<file path="config.mk">
export PLATFORM = sky130hd
export DESIGN_NAME = sop_operand_loader
export DESIGN_NICKNAME = d
export VERILOG_FILES = /design/src/rtl/sop_pkg.sv /design/src/rtl/sop_lat_timer.sv /design/src/rtl/sop_operand_loader.sv
export SDC_FILE = /design/constraint.sdc
export NUM_CORES = 1
export LEC_CHECK = 0
export CELL_PAD_IN_SITES_DETAIL_PLACEMENT = 2
export CELL_PAD_IN_SITES_GLOBAL_PLACEMENT = 2
export CORE_MARGIN = 2
export CORE_UTILIZATION = 46
export CTS_BUF_LIST = sky130_fd_sc_hd__clkbuf_2 sky130_fd_sc_hd__clkbuf_4 sky130_fd_sc_hd__clkbuf_8
export DETAILED_ROUTE_END_ITERATION = 8
export DONT_BUFFER_PORTS = 1
export HOLD_SLACK_MARGIN = 0.15
export PLACE_DENSITY = 0.83
export REMOVE_ABC_BUFFERS = 1
export SLEW_MARGIN = 25
export SYNTH_ARGS = -nofsm -noshare
export SYNTH_HDL_FRONTEND = slang
export SYNTH_SLANG_ARGS = --single-unit
</file>
<file path="constraint.sdc">
create_clock -name clk -period 5.1 [get_ports clk]
set_clock_uncertainty 0.05 [all_clocks]
set_input_delay 1.53 -clock clk [delete_from_list [all_inputs] [get_ports clk]]
set_output_delay 1.53 -clock clk [all_outputs]
set_load 0.01 [all_outputs]
</file>
<file path="src/rtl/sop_pkg.sv">
// Shared definitions for the sum-of-products operand loader: FSM state type,
// default parameter values and a flat reference model of d1*c1+..+d4*c4.
package sop_pkg;

    // Loader FSM states
    typedef enum logic [1:0] {
        S_LOAD   = 2'd0,
        S_LAUNCH = 2'd1,
        S_WAIT   = 2'd2,
        S_HOLD   = 2'd3
    } sop_state_t;

    localparam int SOP_WIDTH_DEF = 4;
    localparam int SOP_LAT_DEF   = 2;

    // Latency timer width covers the legal latency range 0..15
    localparam int SOP_LAT_W = 4;

    // Reference model works on operands up to SOP_MAX_W bits; callers zero-extend
    localparam int SOP_MAX_W = 16;
    typedef logic [2*SOP_MAX_W+1:0] sop_wide_t;

    // Four products of two SOP_MAX_W-bit values summed without any truncation
    function automatic sop_wide_t sop_ref(
        input logic [SOP_MAX_W-1:0] d1,
        input logic [SOP_MAX_W-1:0] c1,
        input logic [SOP_MAX_W-1:0] d2,
        input logic [SOP_MAX_W-1:0] c2,
        input logic [SOP_MAX_W-1:0] d3,
        input logic [SOP_MAX_W-1:0] c3,
        input logic [SOP_MAX_W-1:0] d4,
        input logic [SOP_MAX_W-1:0] c4
    );
        sop_wide_t acc;
        acc = sop_wide_t'(d1) * sop_wide_t'(c1)
            + sop_wide_t'(d2) * sop_wide_t'(c2)
            + sop_wide_t'(d3) * sop_wide_t'(c3)
            + sop_wide_t'(d4) * sop_wide_t'(c4);
        return acc;
    endfunction

endpackage

</file>
<file path="src/rtl/sop_lat_timer.sv">
// Down-counter measuring the datapath latency after a launch.
// Loaded with (latency - 1) in the launch cycle; done is high while the count is zero.
module sop_lat_timer
    import sop_pkg::*;
(
    input  logic                 clk,
    input  logic                 rst,
    input  logic                 load,
    input  logic [SOP_LAT_W-1:0] load_val,
    output logic                 done
);

    logic [SOP_LAT_W-1:0] cnt_reg;

    // Load on launch, then count down and rest at zero
    always_ff @(posedge clk or posedge rst) begin
        if (rst) begin
            cnt_reg <= '0;
        end else if (load) begin
            cnt_reg <= load_val;
        end else if (cnt_reg != '0) begin
            cnt_reg <= cnt_reg - 1'b1;
        end
    end

    assign done = (cnt_reg == '0);

endmodule

</file>
<file path="src/rtl/sop_operand_loader.sv">
// Serial-to-parallel operand loader for a sum-of-products datapath.
// Collects eight words (d1,c1,d2,c2,d3,c3,d4,c4), strobes launch, waits
// SOP_LAT cycles, captures the datapath result and holds it until accepted.
// Optional build macro SOP_SELFCHECK_EN adds an internal reference model and a
// registered mismatch flag compared against sop_out at capture time.
module sop_operand_loader
    import sop_pkg::*;
#(
    parameter int WIDTH   = SOP_WIDTH_DEF,
    parameter int SOP_LAT = SOP_LAT_DEF
)
(
    input  logic                 clk,
    input  logic                 rst,
    input  logic                 in_valid,
    output logic                 in_ready,
    input  logic [WIDTH-1:0]     in_data,
    output logic [WIDTH-1:0]     d1,
    output logic [WIDTH-1:0]     d2,
    output logic [WIDTH-1:0]     d3,
    output logic [WIDTH-1:0]     d4,
    output logic [WIDTH-1:0]     c1,
    output logic [WIDTH-1:0]     c2,
    output logic [WIDTH-1:0]     c3,
    output logic [WIDTH-1:0]     c4,
    output logic                 launch,
    input  logic [2*WIDTH+1:0]   sop_out,
    output logic                 res_valid,
    input  logic                 res_ready,
    output logic [2*WIDTH+1:0]   res_data,
`ifdef SOP_SELFCHECK_EN
    output logic                 mismatch,
`endif
    output logic                 busy
);

    localparam int RW = 2*WIDTH+2;
    localparam bit LAT_ZERO = (SOP_LAT == 0);
    // The launch cycle itself is the first latency cycle, so the timer starts at SOP_LAT-1
    localparam logic [SOP_LAT_W-1:0] LAT_LOAD = LAT_ZERO ? '0 : SOP_LAT_W'(SOP_LAT - 1);

    sop_state_t        state_reg, state_next;
    logic [2:0]        word_cnt_reg;
    logic [WIDTH-1:0]  ops_reg [8];
    logic [RW-1:0]     res_reg;
    logic              accept;
    logic              capture;
    logic              timer_load;
    logic              timer_done;

    assign accept     = in_valid & in_ready;
    assign timer_load = (state_reg == S_LAUNCH);
    assign capture    = ((state_reg == S_LAUNCH) && LAT_ZERO) ||
                        ((state_reg == S_WAIT) && timer_done);

    sop_lat_timer u_lat_timer (
        .clk      (clk),
        .rst      (rst),
        .load     (timer_load),
        .load_val (LAT_LOAD),
        .done     (timer_done)
    );

    // State register
    always_ff @(posedge clk or posedge rst) begin
        if (rst) begin
            state_reg <= S_LOAD;
        end else begin
            state_reg <= state_next;
        end
    end

    // Next-state logic
    always_comb begin
        state_next = state_reg;
        case (state_reg)
            S_LOAD:   if (accept && (word_cnt_reg == 3'd7)) state_next = S_LAUNCH;
            S_LAUNCH: state_next = LAT_ZERO ? S_HOLD : S_WAIT;
            S_WAIT:   if (timer_done) state_next = S_HOLD;
            S_HOLD:   if (res_ready) state_next = S_LOAD;
            default:  state_next = S_LOAD;
        endcase
    end

    // Moore outputs decoded from the state and the word count
    always_comb begin
        in_ready  = (state_reg == S_LOAD);
        launch    = (state_reg == S_LAUNCH);
        res_valid = (state_reg == S_HOLD);
        busy      = !((state_reg == S_LOAD) && (word_cnt_reg == 3'd0));
    end

    // Word counter; the 3-bit wrap after word 7 restarts the next batch at d1
    always_ff @(posedge clk or posedge rst) begin
        if (rst) begin
            word_cnt_reg <= 3'd0;
        end else if (accept) begin
            word_cnt_reg <= word_cnt_reg + 3'd1;
        end
    end

    // One register per operand slot, written only when its word is accepted
    generate
        for (genvar gi = 0; gi < 8; gi++) begin : g_ops
            always_ff @(posedge clk or posedge rst) begin
                if (rst) begin
                    ops_reg[gi] <= '0;
                end else if (accept && (word_cnt_reg == 3'(gi))) begin
                    ops_reg[gi] <= in_data;
                end
            end
        end
    endgenerate

    assign d1 = ops_reg[0];
    assign c1 = ops_reg[1];
    assign d2 = ops_reg[2];
    assign c2 = ops_reg[3];
    assign d3 = ops_reg[4];
    assign c3 = ops_reg[5];
    assign d4 = ops_reg[6];
    assign c4 = ops_reg[7];

    // Result capture at the end of the latency window
    always_ff @(posedge clk or posedge rst) begin
        if (rst) begin
            res_reg <= '0;
        end else if (capture) begin
            res_reg <= sop_out;
        end
    end

    assign res_data = res_reg;

`ifdef SOP_SELFCHECK_EN
    sop_wide_t model;
    logic      mismatch_reg;

    assign model = sop_ref(SOP_MAX_W'(ops_reg[0]), SOP_MAX_W'(ops_reg[1]),
                           SOP_MAX_W'(ops_reg[2]), SOP_MAX_W'(ops_reg[3]),
                           SOP_MAX_W'(ops_reg[4]), SOP_MAX_W'(ops_reg[5]),
                           SOP_MAX_W'(ops_reg[6]), SOP_MAX_W'(ops_reg[7]));

    // Compare the datapath result with the reference model when it is captured
    always_ff @(posedge clk or posedge rst) begin
        if (rst) begin
            mismatch_reg <= 1'b0;
        end else if (capture) begin
            mismatch_reg <= (sop_wide_t'(sop_out) != model);
        end
    end

    assign mismatch = mismatch_reg;
`endif

endmodule

</file>
Yosys cells after proc, flatten, opt, wreduce, memory -nomap -nowiden
Cells that the tools add are included.
{ "word_totals": {"regBits": 51, "input_bits": 18, "output_inout_bits": 46} }
{ "op_classes": {"n_addsub": 2, "n_eq_ne": 13, "mux": 6, "bitwise_logic": 1, "reduce_logical": 17} }
{ "op_table": {"columns": ["operator", "n"], "rows": [
  ["3-bit equality test, second input constant", 4],
  ["1-bit logical AND", 10],
  ["4-bit 2-to-1 mux", 2],
  ["2-bit one-hot mux with 4 select lines", 1],
  ["3-bit by 2-bit equality test with 1-bit output, second input constant", 2],
  ["2-bit 2-to-1 mux", 3],
  ["2-bit equality test, second input constant", 2],
  ["4-bit logical NOT", 1],
  ["2-bit by 1-bit inequality test with 1-bit output, second input constant", 2],
  ["4-bit nonzero test", 1],
  ["4-bit by 1-bit subtractor with 4-bit output, second input constant", 1],
  ["3-bit by 1-bit adder with 3-bit output, second input constant", 1],
  ["3-bit by 1-bit equality test with 1-bit output, second input constant", 1],
  ["3-bit logical NOT", 1],
  ["3-bit AND reduction", 1],
  ["2-bit by 1-bit equality test with 1-bit output, second input constant", 1],
  ["2-bit logical NOT", 1],
  ["2-bit inequality test, second input constant", 1],
  ["2-bit nonzero test", 1],
  ["1-bit AND", 1],
  ["1-bit logical NOT", 1]
]} }

Longest topological paths before layout
Gate-level depths: netlist (run 1).
{ "logic_depth": {"ltp_word": 5, "mapped_depth": 6, "mapped_depth_nobuf": 5} }

Modules after synthesis
A second synthesis (run 1) with hierarchy kept.
{ "unflattened": {"hier_cells": 154, "area_unflattened_um2": 2199.6} }
{ "modules_own_cells": {"columns": ["mod", "instances", "cells_each", "area_each_um2"], "rows": [
  ["sop_operand_loader", 1, 131, 1963.1],
  ["sop_lat_timer", 1, 23, 236.5]
]} }

Least setup slack after synthesis (run 1)
Ideal clock, no wire load.
{ "synth_path": {"path_kind": "flip-flop to output port", "start": "register state_reg[0]", "end": "output port busy", "t_arrival_ps": 1163, "required_ps": 3520, "path_slack_ps": 2357, "path_stages_with_launch": 6, "n_path_buf": 1, "path_cell_list": "dfrtp_1 -> inv_1 -> ha_1 -> buf_2 -> and2b_1 -> nand2_1"} }
{ "synth_between": {"elab_chain_len": 3} }
{ "synth_rtl": {"columns": ["element", "line", "text"], "rows": [
  ["start: declaration", "sop_operand_loader.sv:42", "sop_state_t state_reg, state_next;"],
  ["start signal: assignment", "sop_operand_loader.sv:69", "state_reg <= state_next;"],
  ["2-bit logical NOT", null, null],
  ["named net in_ready", "sop_operand_loader.sv:16", "output logic in_ready,"],
  ["1-bit logical AND", "sop_operand_loader.sv:90", "busy = !((state_reg == S_LOAD) && (word_cnt_reg == 3'd0));"],
  ["1-bit logical NOT", "sop_operand_loader.sv:90", null],
  ["end: declaration", "sop_operand_loader.sv:34", "output logic busy"]
]} }
The timed path passes the listed nets, and every way through them passes these cells.

Worst setup path in the final report (run 1)
Same ends and word-level chain as after synthesis.

==> reports/metrics.cfg, run 1 <==
[flow_run]
drv_cap=0

[pwr]
peakVddDrop_mv=0.250
switching_share_pct=35.4
p_switching_w=0.000523
power_w=0.00148
power.density_nw_per_um2=631
pwr-share-comb_pct=28.6
seq_power_share_pct=53.1
clkPwrFrac_pct=18.4
leakagePower_nw=1.11
internal_power_w=0.000956

[synthesis]
synth_edf_count=0
synth_ff_type=dfrtp_1
ys_seq_area_share_pct=58.4
synthCells=153
ys_ff_latch=51
synthTopCellsByArea=dfrtp_1 (58%), mux2_2 (22%), ha_1 (7.4%), inv_1 (1.4%), nand3_1 (1.1%)
ys_types=25
synth.avg_cell_area_um2=14.3
syn_area_um2=2180
yosys.area.top_type_share_pct=58.4
async_reset_ff_share_pct=100
yosys_warnings=0
synth_top_cell_by_area=dfrtp_1

[die]
die_w_um=72.9
die_h_um=72.9
design.die.area_um2=5320
initial_core_util_pct=46.9
row_count=25
core_area_um2=4660
ios=64

[route]
drcViolationCount=0
drt-initial-drc-count=32
ant_nets=0
viasPerCell=5.85
routedWlPerCell_um=21.2
drt-total-wl_mm=4.48
drt_pass1_iterations=4
routed-via-count=1235

[finish]
diodes=0
drive_above_1_share_pct=33.1
area_growth_pct=7.39
finish.net_count=188
largest_reg_flops=10
fillCellCount=446
final_cell_mix=dfrtp_1 (51), mux2_2 (42), ha_1 (13)
layout_commonest_cell=dfrtp_1

[clock_network]
numCtsBuffers=5
postCtsResizedCells=0
post_cts_buffers=0
clockBufferDepth=2
cts_hold_buf=0
clkLatencyLatePin_ps=300
cts_tree=yes
h-tree-depth=2
clk_pin_slew_worst_paths_ps=80
clock_sinks=51
cts_root_buf=clkbuf_8

[setup_path]
crit_path_end_kind=output pin
cp.arrival_ps=1680
r2r.worst_path.cells=5
criticalPathCategory=reg2out
critPathLaunchType=flop
worstReg2RegStart=u_lat_timer.cnt_reg[0]
ff2ff_setup_slack_ps=3020
cp_data_required_time_ps=3520
r2r-end=res_data[0]
crit_fanout=10
worstSetupStartpoint=state_reg[0]

[global_routing]
antenna_found_initial=0
grt_overflow=0
grt_max_degree=52
grtUsageTotal_pct=18.7
grt_pass1_wl_mm=7.31
grt_pass1_vias=1410

[status]
status=complete, no violations

[sta]
period_share_pct=64.0
slew_headroom_pct=42.9
fin_crit_ps=3260
rsz0062_at_grt=false
setup_violations=0
hold_viol_final=0
fmax_mhz=306
worst_pin_slew_ps=855
final.setup.tns_ps=0
drv_slew=0

[placement]
gp_congestion=0.676
hpwl_mm=3.40
portBuffers=0

[worst_hold_path]
min_to=word_cnt_reg[0]
whs_path_depth=1
holdCritStartpoint=word_cnt_reg[0]
min-delay-path-class=reg2reg

[worst max-delay path by stage]
| stage | to | slack [ps] | cells after the start |
|---|---|---|---|
| detailed placement | busy | 2180 | 4 |
| finish | busy | 1840 | 4 |
| floorplan | c1[0] | 2290 | 1 |
| global route | busy | 1720 | 4 |
| CTS | busy | 1820 | 4 |
| global placement | busy | 2250 | 4 |
[cell usage after synthesis (2+ instances only)]
cell and n:
mux2_1 2, mux2_2 42, ha_1 13, nand4_1 3, nor2_1 4, dfrtp_1 51, nor3_1 2, inv_1 8
xnor2_1 2, nand2_1 6, buf_2 2, nand3_1 5
[metrics by stage]
stage               hold slack, ps  area [um2]  util, %  instances  setup WS [ps]
finish                         505        2350     50.3        211           1840
global route                   542        2350     50.3        211           1720
CTS                            512        2340     50.3        211           1820
detailed placement             488        2240     48.0        204           2180
global placement               470        2240     48.0        204           2250
floorplan                      448        2170        -        150           2290
[logic make-up after synthesis]
kind of cell    synth area share (%)
compound gates                  2.23
xor+xnor                       0.802
fa+ha+maj                       7.45
buf+inv                         2.00
flops                           58.4
mux                             23.1
simple gates                    5.96
[area by class of cell]
cell class / count / area (um2) / area share, %
Inverter: 8 / 31.3 / 1.33
Sequential cell: 51 / 1280 / 54.4
Tap cell: 54 / 67.6 / 2.88
Clock inverter: 1 / 30.0 / 1.28
Clock buffer: 6 / 76.3 / 3.25
Multi-Input combinational cell: 91 / 865 / 36.9
[layer usage]
metal  global-route usage (%)  vias to the layer above  part of all wire, %
met2                     33.1                       51                   52
met4                     5.56                        0                  1.3
met5                        0                        -                    0
met3                     7.32                        6                  7.2
met1                     20.6                      642                   39
li1                         -                      536                    -
[power by group through the flow]
stage / logic, W / registers, W / clock network (W)
2_1_floorplan: 0.000347 / 0.000748 / 0
3_3_place_gp: 0.000382 / 0.000781 / 0
6_report: 0.000422 / 0.000785 / 0.000272
5_1_grt: 0.000476 / 0.000812 / 0.000296
3_5_place_dp: 0.000430 / 0.000796 / 0
4_1_cts: 0.000433 / 0.000790 / 0.000281
[worst max-delay path: stages, from the launching register on]
cell and delay [ps]:
dfrtp_1 430, inv_1 130, ha_1 450, and2b_1 250
nand2_1 120
Note: power is estimated with default switching activity, not from simulation.
==> run 2, diff against run 1 <==
--- a/config.mk
+++ b/config.mk
@@ -8,12 +8,12 @@
 export CELL_PAD_IN_SITES_DETAIL_PLACEMENT = 2
 export CELL_PAD_IN_SITES_GLOBAL_PLACEMENT = 2
 export CORE_MARGIN = 2
-export CORE_UTILIZATION = 46
+export CORE_UTILIZATION = 39
 export CTS_BUF_LIST = sky130_fd_sc_hd__clkbuf_2 sky130_fd_sc_hd__clkbuf_4 sky130_fd_sc_hd__clkbuf_8
 export DETAILED_ROUTE_END_ITERATION = 8
 export DONT_BUFFER_PORTS = 1
 export HOLD_SLACK_MARGIN = 0.15
-export PLACE_DENSITY = 0.83
+export PLACE_DENSITY = 0.75
 export REMOVE_ABC_BUFFERS = 1
 export SLEW_MARGIN = 25
 export SYNTH_ARGS = -nofsm -noshare
==> constraint.sdc (replaced) <==
create_clock -name clk -period 3 [get_ports clk]
set_clock_uncertainty 0.05 [all_clocks]
set_input_delay 0.9 -clock clk [delete_from_list [all_inputs] [get_ports clk]]
set_output_delay 0.9 -clock clk [all_outputs]
set_load 0.01 [all_outputs]
==> reports/metrics.cfg, run 2 (same netlist as run 1, synthesis figures left out) <==
[status]
status=complete, no violations

[setup_path]
cp.arrival_ps=1340
endpoint=busy
worstSetupStartpoint=state_reg[0]
crit_fanout=4
criticalPathCategory=reg2out
critPathLaunchType=flop
worstReg2RegStart=u_lat_timer.cnt_reg[0]
r2r-end=res_data[0]
crit_path_end_kind=output pin
r2r.worst_path.cells=5
ff2ff_setup_slack_ps=910
cp_data_required_time_ps=2050

[global_routing]
met1_usage_pct=18.2
grtUsageTotal_pct=17.4
antenna_found_initial=0
grt_overflow=0
use_met2_pct=33.2
top_usage_layer=met2
grt_pass1_vias=1464
use_met3_pct=5.57
grt_max_degree=28
grt_pass1_wl_mm=8.17

[pwr]
internal_power_w=0.00159
seq_power_share_pct=53.9
power.density_nw_per_um2=1050
clkPwrFrac_pct=17.3
p_switching_w=0.000911
peakVddDrop_mv=0.351
power_w=0.00250
pwr-share-comb_pct=28.7
switching_share_pct=36.5
leakagePower_nw=1.12

[clock_network]
post_cts_buffers=0
cts_root_buf=clkbuf_8
clock_sinks=51
clkLatencyLatePin_ps=300
clockBufferDepth=2
clk_pin_slew_worst_paths_ps=90
cts_hold_buf=0
h-tree-depth=2
postCtsResizedCells=0
numCtsBuffers=5
cts_tree=yes

[sta]
rsz0062_at_grt=false
setup_violations=0
hold_viol_final=0
slew_headroom_pct=60.6
fin_crit_ps=2290
final.setup.tns_ps=0
drv_slew=0
period_share_pct=76.3
fmax_mhz=437
worst_pin_slew_ps=590

[route]
viasPerCell=5.29
drt-initial-drc-count=39
drt-total-wl_mm=4.92
drcViolationCount=0
drt_pass1_iterations=3
ant_nets=0
routedWlPerCell_um=21.1
routed-via-count=1232

[finish]
finish.net_count=191
layout_commonest_cell=dfrtp_1
final_cell_mix=dfrtp_1 (51), mux2_2 (42), ha_1 (13)
area_growth_pct=9.28
largest_reg_flops=10
diodes=0
drive_above_1_share_pct=34.8

[die]
die_w_um=78.8
ios=64
die_h_um=78.8
core_area_um2=5470
initial_core_util_pct=39.9
row_count=27
design.die.area_um2=6220

[worst_hold_path]
min-delay-path-class=in2async

[placement]
gp_congestion=0.739
hpwl_mm=3.88
portBuffers=0

[flow_run]
drv_cap=0

==> run 2: power by group through the flow <==
stage | logic (W) | clock network (W) | registers [W]
3_5_place_dp | 0.000739 | 0 | 0.00137
6_report | 0.000718 | 0.000433 | 0.00135
3_3_place_gp | 0.000670 | 0 | 0.00133
2_1_floorplan | 0.000590 | 0 | 0.00127
4_1_cts | 0.000742 | 0.000445 | 0.00136
5_1_grt | 0.000821 | 0.000479 | 0.00140
==> run 2: per-stage QoR <==
| step | utilization, % | cell area [um2] | hold WS (ps) | worst slack (ps) | std cells |
|---|---|---|---|---|---|
| global placement | 41.7 | 2280 | 470 | 1050 | 225 |
| detailed placement | 41.7 | 2280 | 506 | 878 | 225 |
| CTS | 43.6 | 2390 | 496 | 681 | 233 |
| global route | 43.6 | 2390 | 505 | 637 | 233 |
| floorplan | - | 2170 | 448 | 820 | 150 |
| finish | 43.6 | 2390 | 485 | 710 | 233 |
==> run 2: how the worst min path moves through the flow <==
| stage | cells after the start | end |
|---|---|---|
| 2_1_floorplan | 1 | word_cnt_reg[0] |
| 3_3_place_gp | 1 | word_cnt_reg[0] |
| 3_5_place_dp | 1 | word_cnt_reg[0] |
| 6_report | 1 | res_data[1] |
| 4_1_cts | 1 | res_data[1] |
| 5_1_grt | 1 | res_data[2] |
==> run 2: area by class of cell <==
cell class                      instances  area (um2)
Sequential cell                        51        1280
Tap cell                               72        90.1
Fill cell                             550        3090
Clock buffer                            7        96.3
Clock inverter                          1        7.51
Timing Repair Buffer                    3        22.5
Multi-Input combinational cell         91         865
Inverter                                8        30.0
==> run 2: worst max-delay path, cell delays in order (launching register included) <==
cell and delay [ps]:
dfrtp_1 400, inv_1 100, ha_1 220, and2b_1 190
nand2_1 130
==> run 2: layer usage <==
layer	up-vias	wire (um)
li1	542	-
met3	5	382
met4	0	54
met5	-	0
met1	639	1770
met2	46	2710
